<file path="config.mk">
export PLATFORM = sky130hd
export DESIGN_NAME = mandelbrot_frame_ctrl
export DESIGN_NICKNAME = d
export VERILOG_FILES = /design/src/rtl/mandelbrot_frame_ctrl.sv
export SDC_FILE = /design/constraint.sdc
export NUM_CORES = 1
export LEC_CHECK = 0
export BUFFER_PORTS_ARGS = -buffer_cell sky130_fd_sc_hd__buf_2
export CORE_ASPECT_RATIO = 1.25
export CORE_MARGIN = 2
export CORE_UTILIZATION = 41
export CTS_CLUSTER_SIZE = 40
export DETAILED_ROUTE_END_ITERATION = 10
export HOLD_SLACK_MARGIN = 0.05
export RECOVER_POWER = 25
export SYNTH_ARGS = -nofsm -noshare
export SYNTH_HDL_FRONTEND = slang
export SYNTH_SLANG_ARGS = --single-unit
</file>
<file path="constraint.sdc">
create_clock -name clk -period 2.48 [get_ports clk]
set_input_delay 0 -clock clk [delete_from_list [all_inputs] [get_ports clk]]
set_output_delay 0 -clock clk [all_outputs]
set_load 0.1 [all_outputs]
</file>
<file path="src/rtl/mandelbrot_frame_ctrl.sv">
// -----------------------------------------------------------------------------
// mandelbrot_frame_ctrl
//
// Purpose:
//   Frame-level sequencer for the mandelbrot iteration engine. It requests one
//   pixel at a time from the engine and captures each 4-bit result into a
//   small first-word-fall-through FIFO. The FIFO also stores a flag that marks
//   the last pixel of each frame. The block owns the view registers
//   (cr_offset, ci_offset and scaling). Pan/zoom commands are accepted only
//   between frames, so a frame is never rendered with a mixed view.
//
// Optional build macro:
//   MANDEL_CTRL_STATS_EN - adds the frame_cycles[23:0] output, which holds the
//                          cycle count of the most recent frame (saturating).
//
// Parameters:
//   BITWIDTH   - width of the view offsets and pan deltas (must match engine)
//   FIFO_DEPTH - pixel FIFO entries, power of two, >= 2
//
// Ports:
//   clk, reset                  clock and synchronous active-high reset
//   start, continuous           frame start pulse and auto-restart level
//   busy, frame_done            status: not idle and end-of-frame pulse
//   eng_run                     one-cycle run request to the engine
//   eng_running, eng_finished   engine status inputs
//   eng_ctr_out                 engine pixel result
//   cr_offset, ci_offset        view offsets driven to the engine
//   scaling                     view step driven to the engine
//   cfg_valid / cfg_ready       view command handshake
//   cfg_dx, cfg_dy              signed pan deltas (wrap modulo 2^BITWIDTH)
//   cfg_zoom_in, cfg_zoom_out   saturating scaling decrement/increment
//   pix_valid / pix_ready       pixel stream handshake (FIFO head)
//   pix_data, pix_last          head pixel and its end-of-frame flag
//   frame_cycles                (MANDEL_CTRL_STATS_EN only) frame cycle count
// -----------------------------------------------------------------------------
module mandelbrot_frame_ctrl #(
  parameter int BITWIDTH   = 10,
  parameter int FIFO_DEPTH = 4
) (
  input  logic                clk,
  input  logic                reset,
  input  logic                start,
  input  logic                continuous,
  output logic                busy,
  output logic                frame_done,
  output logic                eng_run,
  input  logic                eng_running,
  input  logic                eng_finished,
  input  logic [3:0]          eng_ctr_out,
  output logic [BITWIDTH-1:0] cr_offset,
  output logic [BITWIDTH-1:0] ci_offset,
  output logic [1:0]          scaling,
  input  logic                cfg_valid,
  output logic                cfg_ready,
  input  logic [BITWIDTH-1:0] cfg_dx,
  input  logic [BITWIDTH-1:0] cfg_dy,
  input  logic                cfg_zoom_in,
  input  logic                cfg_zoom_out,
  output logic                pix_valid,
  input  logic                pix_ready,
  output logic [3:0]          pix_data,
  output logic                pix_last
`ifdef MANDEL_CTRL_STATS_EN
  ,
  output logic [23:0]         frame_cycles
`endif
);

  localparam int PTR_W = (FIFO_DEPTH > 1) ? $clog2(FIFO_DEPTH) : 1;
  localparam int CNT_W = PTR_W + 1;
  localparam logic [CNT_W-1:0] DEPTH_C = CNT_W'(FIFO_DEPTH);

  typedef enum logic [2:0] {
    S_IDLE,
    S_ISSUE,
    S_WAIT_START,
    S_WAIT_DONE,
    S_PUSH,
    S_FRAME_END
  } state_t;

  // ---------------------------------------------------------------------------
  // Registers and wires
  // ---------------------------------------------------------------------------
  state_t              r_state;
  logic                r_busy;
  logic                r_frame_done;
  logic                r_eng_run;
  logic                r_cfg_ready;
  logic                r_cap_last;
  logic [3:0]          r_cap_data;

  logic [BITWIDTH-1:0] r_cr_offset;
  logic [BITWIDTH-1:0] r_ci_offset;
  logic [1:0]          r_scaling;

  logic [4:0]          r_mem [FIFO_DEPTH];
  logic [PTR_W-1:0]    r_wr_ptr;
  logic [PTR_W-1:0]    r_rd_ptr;
  logic [CNT_W-1:0]    r_count;

  logic                w_fifo_space;
  logic                w_fifo_nonempty;
  logic                w_push;
  logic                w_pop;
  logic                w_cfg_fire;
  logic [4:0]          w_head;

  assign w_fifo_nonempty = (r_count != '0);
  assign w_fifo_space    = (r_count < DEPTH_C);
  assign w_pop           = w_fifo_nonempty && pix_ready;
  // Only one pixel is ever in flight, so PUSH always finds space. The pop term
  // keeps a simultaneous push/pop at full well defined anyway.
  assign w_push          = (r_state == S_PUSH) && (w_fifo_space || w_pop);
  assign w_cfg_fire      = cfg_valid && r_cfg_ready;

  // ---------------------------------------------------------------------------
  // Frame sequencer. All outputs are registered and updated on the transition
  // into the state that owns them.
  // ---------------------------------------------------------------------------
  always_ff @(posedge clk) begin
    if (reset) begin
      r_state      <= S_IDLE;
      r_busy       <= 1'b0;
      r_frame_done <= 1'b0;
      r_eng_run    <= 1'b0;
      r_cfg_ready  <= 1'b1;
      r_cap_last   <= 1'b0;
      r_cap_data   <= 4'd0;
    end else begin
      r_eng_run    <= 1'b0;
      r_frame_done <= 1'b0;
      case (r_state)
        S_IDLE: begin
          // eng_finished=1 means the engine sits at a frame boundary; a start
          // request at any other time would desynchronise the pixel count.
          if (start && eng_finished) begin
            r_state     <= S_ISSUE;
            r_busy      <= 1'b1;
            r_cfg_ready <= 1'b0;
          end
        end
        S_ISSUE: begin
          if (w_fifo_space) begin
            r_eng_run <= 1'b1;
            r_state   <= S_WAIT_START;
          end
        end
        S_WAIT_START: begin
          if (eng_running) begin
            r_state <= S_WAIT_DONE;
          end
        end
        S_WAIT_DONE: begin
          // The engine's result is valid in the cycle running drops. It is
          // captured here, so the FIFO write does not depend on the engine
          // holding its outputs for another cycle.
          if (!eng_running) begin
            r_cap_last <= eng_finished;
            r_cap_data <= eng_ctr_out;
            r_state    <= S_PUSH;
          end
        end
        S_PUSH: begin
          if (r_cap_last) begin
            r_state      <= S_FRAME_END;
            r_frame_done <= 1'b1;
            r_cfg_ready  <= 1'b1;
          end else begin
            r_state <= S_ISSUE;
          end
        end
        S_FRAME_END: begin
          if (continuous) begin
            r_state     <= S_ISSUE;
            r_cfg_ready <= 1'b0;
          end else begin
            r_state <= S_IDLE;
            r_busy  <= 1'b0;
          end
        end
        default: begin
          r_state     <= S_IDLE;
          r_busy      <= 1'b0;
          r_cfg_ready <= 1'b1;
        end
      endcase
    end
  end

  // ---------------------------------------------------------------------------
  // View registers. They only move while cfg_ready is high (idle or frame
  // boundary), so every pixel in a frame uses the same view.
  // ---------------------------------------------------------------------------
  always_ff @(posedge clk) begin
    if (reset) begin
      r_cr_offset <= '0;
      r_ci_offset <= '0;
      r_scaling   <= 2'd0;
    end else if (w_cfg_fire) begin
      r_cr_offset <= r_cr_offset + cfg_dx;
      r_ci_offset <= r_ci_offset + cfg_dy;
      if (cfg_zoom_in && !cfg_zoom_out) begin
        if (r_scaling != 2'd0) begin
          r_scaling <= r_scaling - 2'd1;
        end
      end else if (cfg_zoom_out && !cfg_zoom_in) begin
        if (r_scaling != 2'd3) begin
          r_scaling <= r_scaling + 2'd1;
        end
      end
    end
  end

  // ---------------------------------------------------------------------------
  // Pixel FIFO: first-word-fall-through. Storage has no reset; the gated head
  // output keeps pix_data/pix_last at 0 whenever the FIFO is empty.
  // ---------------------------------------------------------------------------
  always_ff @(posedge clk) begin
    if (w_push) begin
      r_mem[r_wr_ptr] <= {r_cap_last, r_cap_data};
    end
  end

  always_ff @(posedge clk) begin
    if (reset) begin
      r_wr_ptr <= '0;
      r_rd_ptr <= '0;
      r_count  <= '0;
    end else begin
      if (w_push) begin
        r_wr_ptr <= r_wr_ptr + 1'b1;
      end
      if (w_pop) begin
        r_rd_ptr <= r_rd_ptr + 1'b1;
      end
      case ({w_push, w_pop})
        2'b10:   r_count <= r_count + 1'b1;
        2'b01:   r_count <= r_count - 1'b1;
        default: r_count <= r_count;
      endcase
    end
  end

  assign w_head = w_fifo_nonempty ? r_mem[r_rd_ptr] : 5'd0;

  // ---------------------------------------------------------------------------
  // Optional frame cycle counter
  // ---------------------------------------------------------------------------
`ifdef MANDEL_CTRL_STATS_EN
  logic [23:0] r_frame_cycles;
  logic        r_first_run;

  always_ff @(posedge clk) begin
    if (reset) begin
      r_frame_cycles <= 24'd0;
      r_first_run    <= 1'b0;
    end else begin
      // Every frame begins with an ISSUE entered from IDLE or FRAME_END, so
      // the next run request leaving ISSUE is the first one of a frame.
      if (r_state == S_IDLE || r_state == S_FRAME_END) begin
        r_first_run <= 1'b1;
      end
      if (r_state == S_ISSUE && w_fifo_space && r_first_run) begin
        r_frame_cycles <= 24'd0;
        r_first_run    <= 1'b0;
      end else if (r_busy && r_state != S_FRAME_END &&
                   r_frame_cycles != 24'hFFFFFF) begin
        r_frame_cycles <= r_frame_cycles + 24'd1;
      end
    end
  end

  assign frame_cycles = r_frame_cycles;
`endif

  // ---------------------------------------------------------------------------
  // Outputs
  // ---------------------------------------------------------------------------
  assign busy       = r_busy;
  assign frame_done = r_frame_done;
  assign eng_run    = r_eng_run;
  assign cfg_ready  = r_cfg_ready;
  assign cr_offset  = r_cr_offset;
  assign ci_offset  = r_ci_offset;
  assign scaling    = r_scaling;
  assign pix_valid  = w_fifo_nonempty;
  assign pix_data   = w_head[3:0];
  assign pix_last   = w_head[4];

endmodule

</file>
# Word-level counts from Yosys, hierarchy flattened
# Memory sizes are Yosys's and may differ from the RTL's. A register that Yosys moved wholly into a read port is not among the register bits.
# Index checks and enable logic that the tools add are counted.
# classes
addsub	8
n_reduce_logical	24
n_mux	26
n_lt_le_gt_ge	1
bitwise_logic	5
eq_ne	16
# op_table
cell	count
$add 10x10->10	2
$pmux 3 s6	1
$ne 2x2->1 const B	8
$mux 3	5
$mux 2	6
$reduce_and 4->1	3
$mux 1	10
$reduce_bool 2->1	4
$add 2x1->2 const B	3
$eq 3x2->1 const B	2
$eq 3x3->1 const B	2
$logic_and 1x1->1	6
$pmux 3 s2	1
$mux 5	1
$not 1->1	5
$pmux 1 s4	1
$reduce_or 2->1	2
$reduce_or 4->1	1
$add 3x1->3 const B	1
$eq 3x1->1 const B	1
$logic_not 3->1	1
$lt 3x3->1 const B	1
$pmux 1 s3	1
$reduce_and 3->1	1
other kinds (10)	11
# word_totals
ramBits	20
mem_count	1
register_bits	41
inputBits	34
# memory_table
name	words	width	rd	rd_ports_with_merged_regs	wr	line_no	rtl
r_mem	4	5	1	1	1	97	logic [4:0] r_mem [FIFO_DEPTH];

# Depth between registers and ports, before layout
# logic_depth
word_depth	6
ltp_mapped	11

# Worst setup path before layout
# No wires, ideal clock.
# synth_timing
path_kind	register -> register
start	register r_cr_offset[0], in the netlist cr_offset[0]
end	register r_cr_offset[6], in the netlist cr_offset[6]
path_stages_with_launch	9
synth_period_minus_slack_ns	2.696
path_buffers	0
setup_slack_ns	-0.216
t_arrival_ns	2.631
t_required_ns	2.415
cell_sequence	dfxtp_1 > ha_1 > inv_1 > fa_1 > and2b_1 > o21a_1 > o211ai_1 > a2111o_1 > nand3_1
# synth_between
elab_chain_len	1
# synth_rtl
element	line_no	rtl
start: declaration	93	logic [BITWIDTH-1:0] r_cr_offset;
start signal: assignment	201	r_cr_offset <= r_cr_offset + cfg_dx;
$add 10x10->10	201	
# No other way between the ends.
# A chain may end at the register's enable or synchronous reset.

# Worst setup path in the final report
# layout_timing
start	register r_count[2]
end	register r_count[2]
# layout_between
elab_chain_len	6
word_cells_on_any_way	11
cone_classes	2 x add/sub; 1 x order compare; 2 x eq/ne; 1 x mux; 5 x reduce/logical
# layout_rtl
element	line_no	rtl
start: declaration	100	logic [CNT_W-1:0] r_count;
start signal: assignment	238	2'b10: r_count <= r_count + 1'b1;
start signal: assignment	239	2'b01: r_count <= r_count - 1'b1;
start signal: assignment	240	default: r_count <= r_count;
$reduce_bool 3->1 *	109	assign w_fifo_nonempty = (r_count != '0);
$logic_and 1x1->1 *	111	assign w_pop = w_fifo_nonempty && pix_ready;
named net w_pop	105	logic w_pop;
$logic_or 1x1->1	114	assign w_push = (r_state == S_PUSH) && (w_fifo_space || w_pop);
$logic_and 1x1->1	114	
$eq 2x1->1 / $eq 2x2->1 (equally long branches)	237	case ({w_push, w_pop})
$pmux 3 s2 / $reduce_bool 2->1 (equally long branches)	n/a	
# Mark *: on every way through the listed nets, which the timed path passes. The rest lies on a longest branch.

==> flow_summary.json <==
{
  "synth_cell_types": 60,
  "io_buffers": 65,
  "cts_tree": "yes",
  "synth_seq_cells": 63,
  "start_kind": "flip-flop",
  "min_period_ns": 2.107,
  "required_ns": 2.74,
  "slew_headroom": 0.2228,
  "ctsLongestPathBuffers": 2,
  "dieArea_sq_um": 9413,
  "timing.final.crit_share": 0.8495,
  "cts_made_buffers": 9,
  "insertion_delay_ns": 0.33,
  "die_w_microns": 87.18,
  "slowest_delay_ns": 0.40,
  "critPathBufInv": 1,
  "core-area_sq_um": 8333,
  "fin_skew_ns": 0.01341,
  "ctsResizeCount": 0,
  "htreeDepth": 3,
  "synth_nets": 423,
  "crit_fanout": 7,
  "slew_viol_final": 0,
  "reg2reg_from": "r_count[2]$_SDFFE_PP0P_",
  "synth_warnings": 0,
  "first_global_vias": 2758,
  "hold_path_class": "input pin to flip-flop",
  "nets": 497,
  "ff2ff_setup_slack_ns": 0.37,
  "routedWlPerCell_microns": 14.55,
  "clkTransAtPathRegs_ns": 0.07,
  "dp_hpwl_mm": 5.548,
  "syn_area_sq_um": 3546,
  "grt_max_degree": 49,
  "r2r_cells": 8,
  "fillers": 790,
  "peakVddDrop_mv": 0.5156,
  "path_depth": 8,
  "routed-via-count": 2945,
  "antenna_found_initial": 0,
  "fp.dieH_microns": 108.0,
  "drt_iter0_markers": 123,
  "rows": 37,
  "drive_gt1_frac": 0.2250,
  "start_util": 0.4255,
  "drc": 0,
  "antenna_left": 0,
  "cp-startpoint": "r_count[2]$_SDFFE_PP0P_",
  "endpoint": "r_count[2]$_SDFFE_PP0P_",
  "dr.pass1.iters": 5,
  "end_kind": "flip-flop",
  "syn_avg_cell_area_sq_um": 9.795,
  "gp_congestion": 0.7860,
  "worstPathArrival_ns": 2.36,
  "setup_tns_ns": 0,
  "grt_pass1_wl_mm": 12.58,
  "area_delta_synth_final_pct": 19.02,
  "cts_root_buf": "clkbuf_8",
  "p_total_uw": 3527,
  "p_leak_uw": 0.001780,
  "ys_seq_area_frac": 0.4121,
  "diodes": 0,
  "r2r-end": "r_count[2]$_SDFFE_PP0P_",
  "pin_count": 66,
  "cpMaxStageDelayCell": "dfxtp_1",
  "path_class": "flip-flop to flip-flop",
  "postCtsSetupBuffers": 0,
  "worst_slew_pin_slew_ns": 1.171,
  "grt_overflow": 0,
  "viasPerCell": 5.484,
  "max_freq_ghz": 0.4747,
  "cap_violations": 0,
  "ys.flop_type": "dfxtp_1",
  "finalSetupViolations": 0,
  "crit_top_cell": "or3_1",
  "syn_inst": 362,
  "finalHoldViolCount": 0,
  "power_density_nw_per_um2": 835.6,
  "path_cells": "or3_1 > and2_4 > ha_1 > inv_1 > fa_1 > xor2_1 > or3_1 > a21oi_1",
  "wl_mm": 7.811,
  "async_flop_share": 0,
  "grt_usage": 0.1684,
  "status": "finished, final reports clean",
  "cp_top_family": "simple AND/OR/NAND/NOR gates",
  "rsz0062_at_grt": "no",
  "synth_edf_count": 20,
  "cts.sinks": 63
}
-- cell usage after synthesis, drive strengths merged (2+ instances only) --
library cell | instances | share of area
mux4 | 5 | 0.032
a2111o | 2 | 0.0064
mux2i | 9 | 0.025
o221ai | 2 | 0.0049
nor4b | 6 | 0.015
o211ai | 4 | 0.0085
nand2b | 6 | 0.011
xor2 | 3 | 0.0074
inv | 18 | 0.019
o21ai | 12 | 0.017
nand4 | 2 | 0.0035
a211oi | 7 | 0.016
o31a | 2 | 0.0049
nor3 | 11 | 0.016
edfxtp | 20 | 0.17
nor4 | 5 | 0.0088
nand2 | 26 | 0.028
fa | 3 | 0.017
a31oi | 6 | 0.011
and2 | 14 | 0.025
dfxtp | 43 | 0.24
o21a | 7 | 0.015
a211o | 3 | 0.0078
or3 | 2 | 0.0035
nor2 | 28 | 0.030
a21oi | 23 | 0.035
a221o | 2 | 0.0056
and4 | 3 | 0.0078
buf | 8 | 0.013
ha | 24 | 0.085
a311o | 2 | 0.0056
nand4b | 2 | 0.0049
xnor2 | 2 | 0.0049
nand3 | 15 | 0.021
and3 | 7 | 0.012
clkbuf | 9 | 0.018
a21o | 3 | 0.0067
nor2b | 6 | 0.011
-- metal layers --
layer	vias up	part of all wire	wire length, microns	global-route usage
li1	1484	-	-	-
met1	1379	0.46	3600	0.2084
met2	78	0.49	3806	0.2928
met3	4	0.044	347	0.03282
met4	0	0.0073	57	0.05495
met5	-	0	0	0
-- cell families (layout without fill, tap and decap cells) --
family | count (synthesis) | in the layout | synth area share
muxes | 14 | 14 | 0.05716
xor gates and xnor gates | 5 | 5 | 0.01235
buffers and inverters | 35 | 113 | 0.04975
adders and majority gates | 27 | 27 | 0.1016
AOI/OAI and AO/OA | 84 | 84 | 0.1680
DFF | 63 | 63 | 0.4121
and+or+nand+nor | 134 | 134 | 0.1990
-- flip-flops by register name, indices dropped and copies added (netlist names), 3 cells and up, named ones only --
signal	flops
cr_offset	10
r_state	3
ci_offset	10
r_cap_data	4
r_count	3
r_mem	20
-- worst min-delay path by stage --
stage | depth (start not counted) | end | startpoint
floorplan | 2 | r_cap_data[0]$_SDFFE_PP0P_ | eng_ctr_out[0]
global placement | 3 | r_cap_data[2]$_SDFFE_PP0P_ | eng_ctr_out[2]
detailed placement | 3 | r_cap_data[1]$_SDFFE_PP0P_ | eng_ctr_out[1]
CTS | 4 | busy$_SDFFE_PP0P_ | continuous
global route | 4 | cr_offset[1]$_SDFFE_PP0P_ | cfg_dx[1]
finish | 4 | busy$_SDFFE_PP0P_ | continuous
-- cells in the final DEF, fill, tap and decap left out, types with 4 or more instances in the layout --
cell type      synthesis  layout
a211oi_1               6       6
a21oi_1               21      21
a31oi_1                6       6
and2_1                12      12
and3_1                 7       7
buf_2                  6      61
buf_4                  0       6
clkbuf_1               6       5
clkbuf_8               3       9
dfxtp_1               43      41
dlygate4sd3_1          0       8
edfxtp_1              20      20
ha_1                  24      24
inv_1                 18      18
mux2i_1                9       9
mux4_2                 5       5
nand2_1               26      26
nand2b_1               6       6
nand3_1               15      15
nor2_1                27      27
nor2b_1                6       6
nor3_1                11      11
nor4_1                 5       5
nor4b_1                6       6
o211ai_1               4       4
o21a_1                 7       7
o21ai_0               11      11
-- power by group --
| part | switching (uW) | internal, uW |
|---|---|---|
| Clock | 395 | 558 |
| Sequential | 76.8 | 1160 |
| Combinational | 978 | 363 |
| Total | 1450 | 2080 |
-- tightest hold or removal path, cell delays in order --
cell	delay (ns)
buf_2	0.11
nand2b_1	0.11
a31oi_1	0.08
nor2_1	0.07
-- through the flow --
| step | worst slack, ns | area [sq um] | util | instances | hold slack [ns] |
|---|---|---|---|---|---|
| final | 0.3732 | 4220 | 0.5065 | 537 | 0.07491 |
| after detailed placement | 0.3668 | 3939 | 0.4727 | 514 | 0.2455 |
| after global routing | 0.2041 | 4220 | 0.5065 | 537 | 0.1122 |
| after CTS | 0.3510 | 4229 | 0.5075 | 537 | 0.05133 |
| after floorplan | 0.03949 | 3548 | - | 362 | 0.1472 |
| after global placement | 0.4289 | 3939 | 0.4727 | 514 | 0.2380 |
-- cell type report --
class                      count  area (sq um)  share of cell area
clock buffer                   9         123.9             0.02935
clock inverter                 6         86.33             0.02046
inverter                      18         67.56             0.01601
multi-input combinational    264          1908              0.4521
sequential                    63          1464              0.3469
tap                           97         121.4             0.02876
timing repair buffer          80         449.2              0.1064
-- timing repair --
action / CTS / global route
endpoints found under the hold margin: 8 / 0
hold buffers: 8 / 0
setup endpoints to repair: 0 / 0
Power figures use the tool's default switching activity.
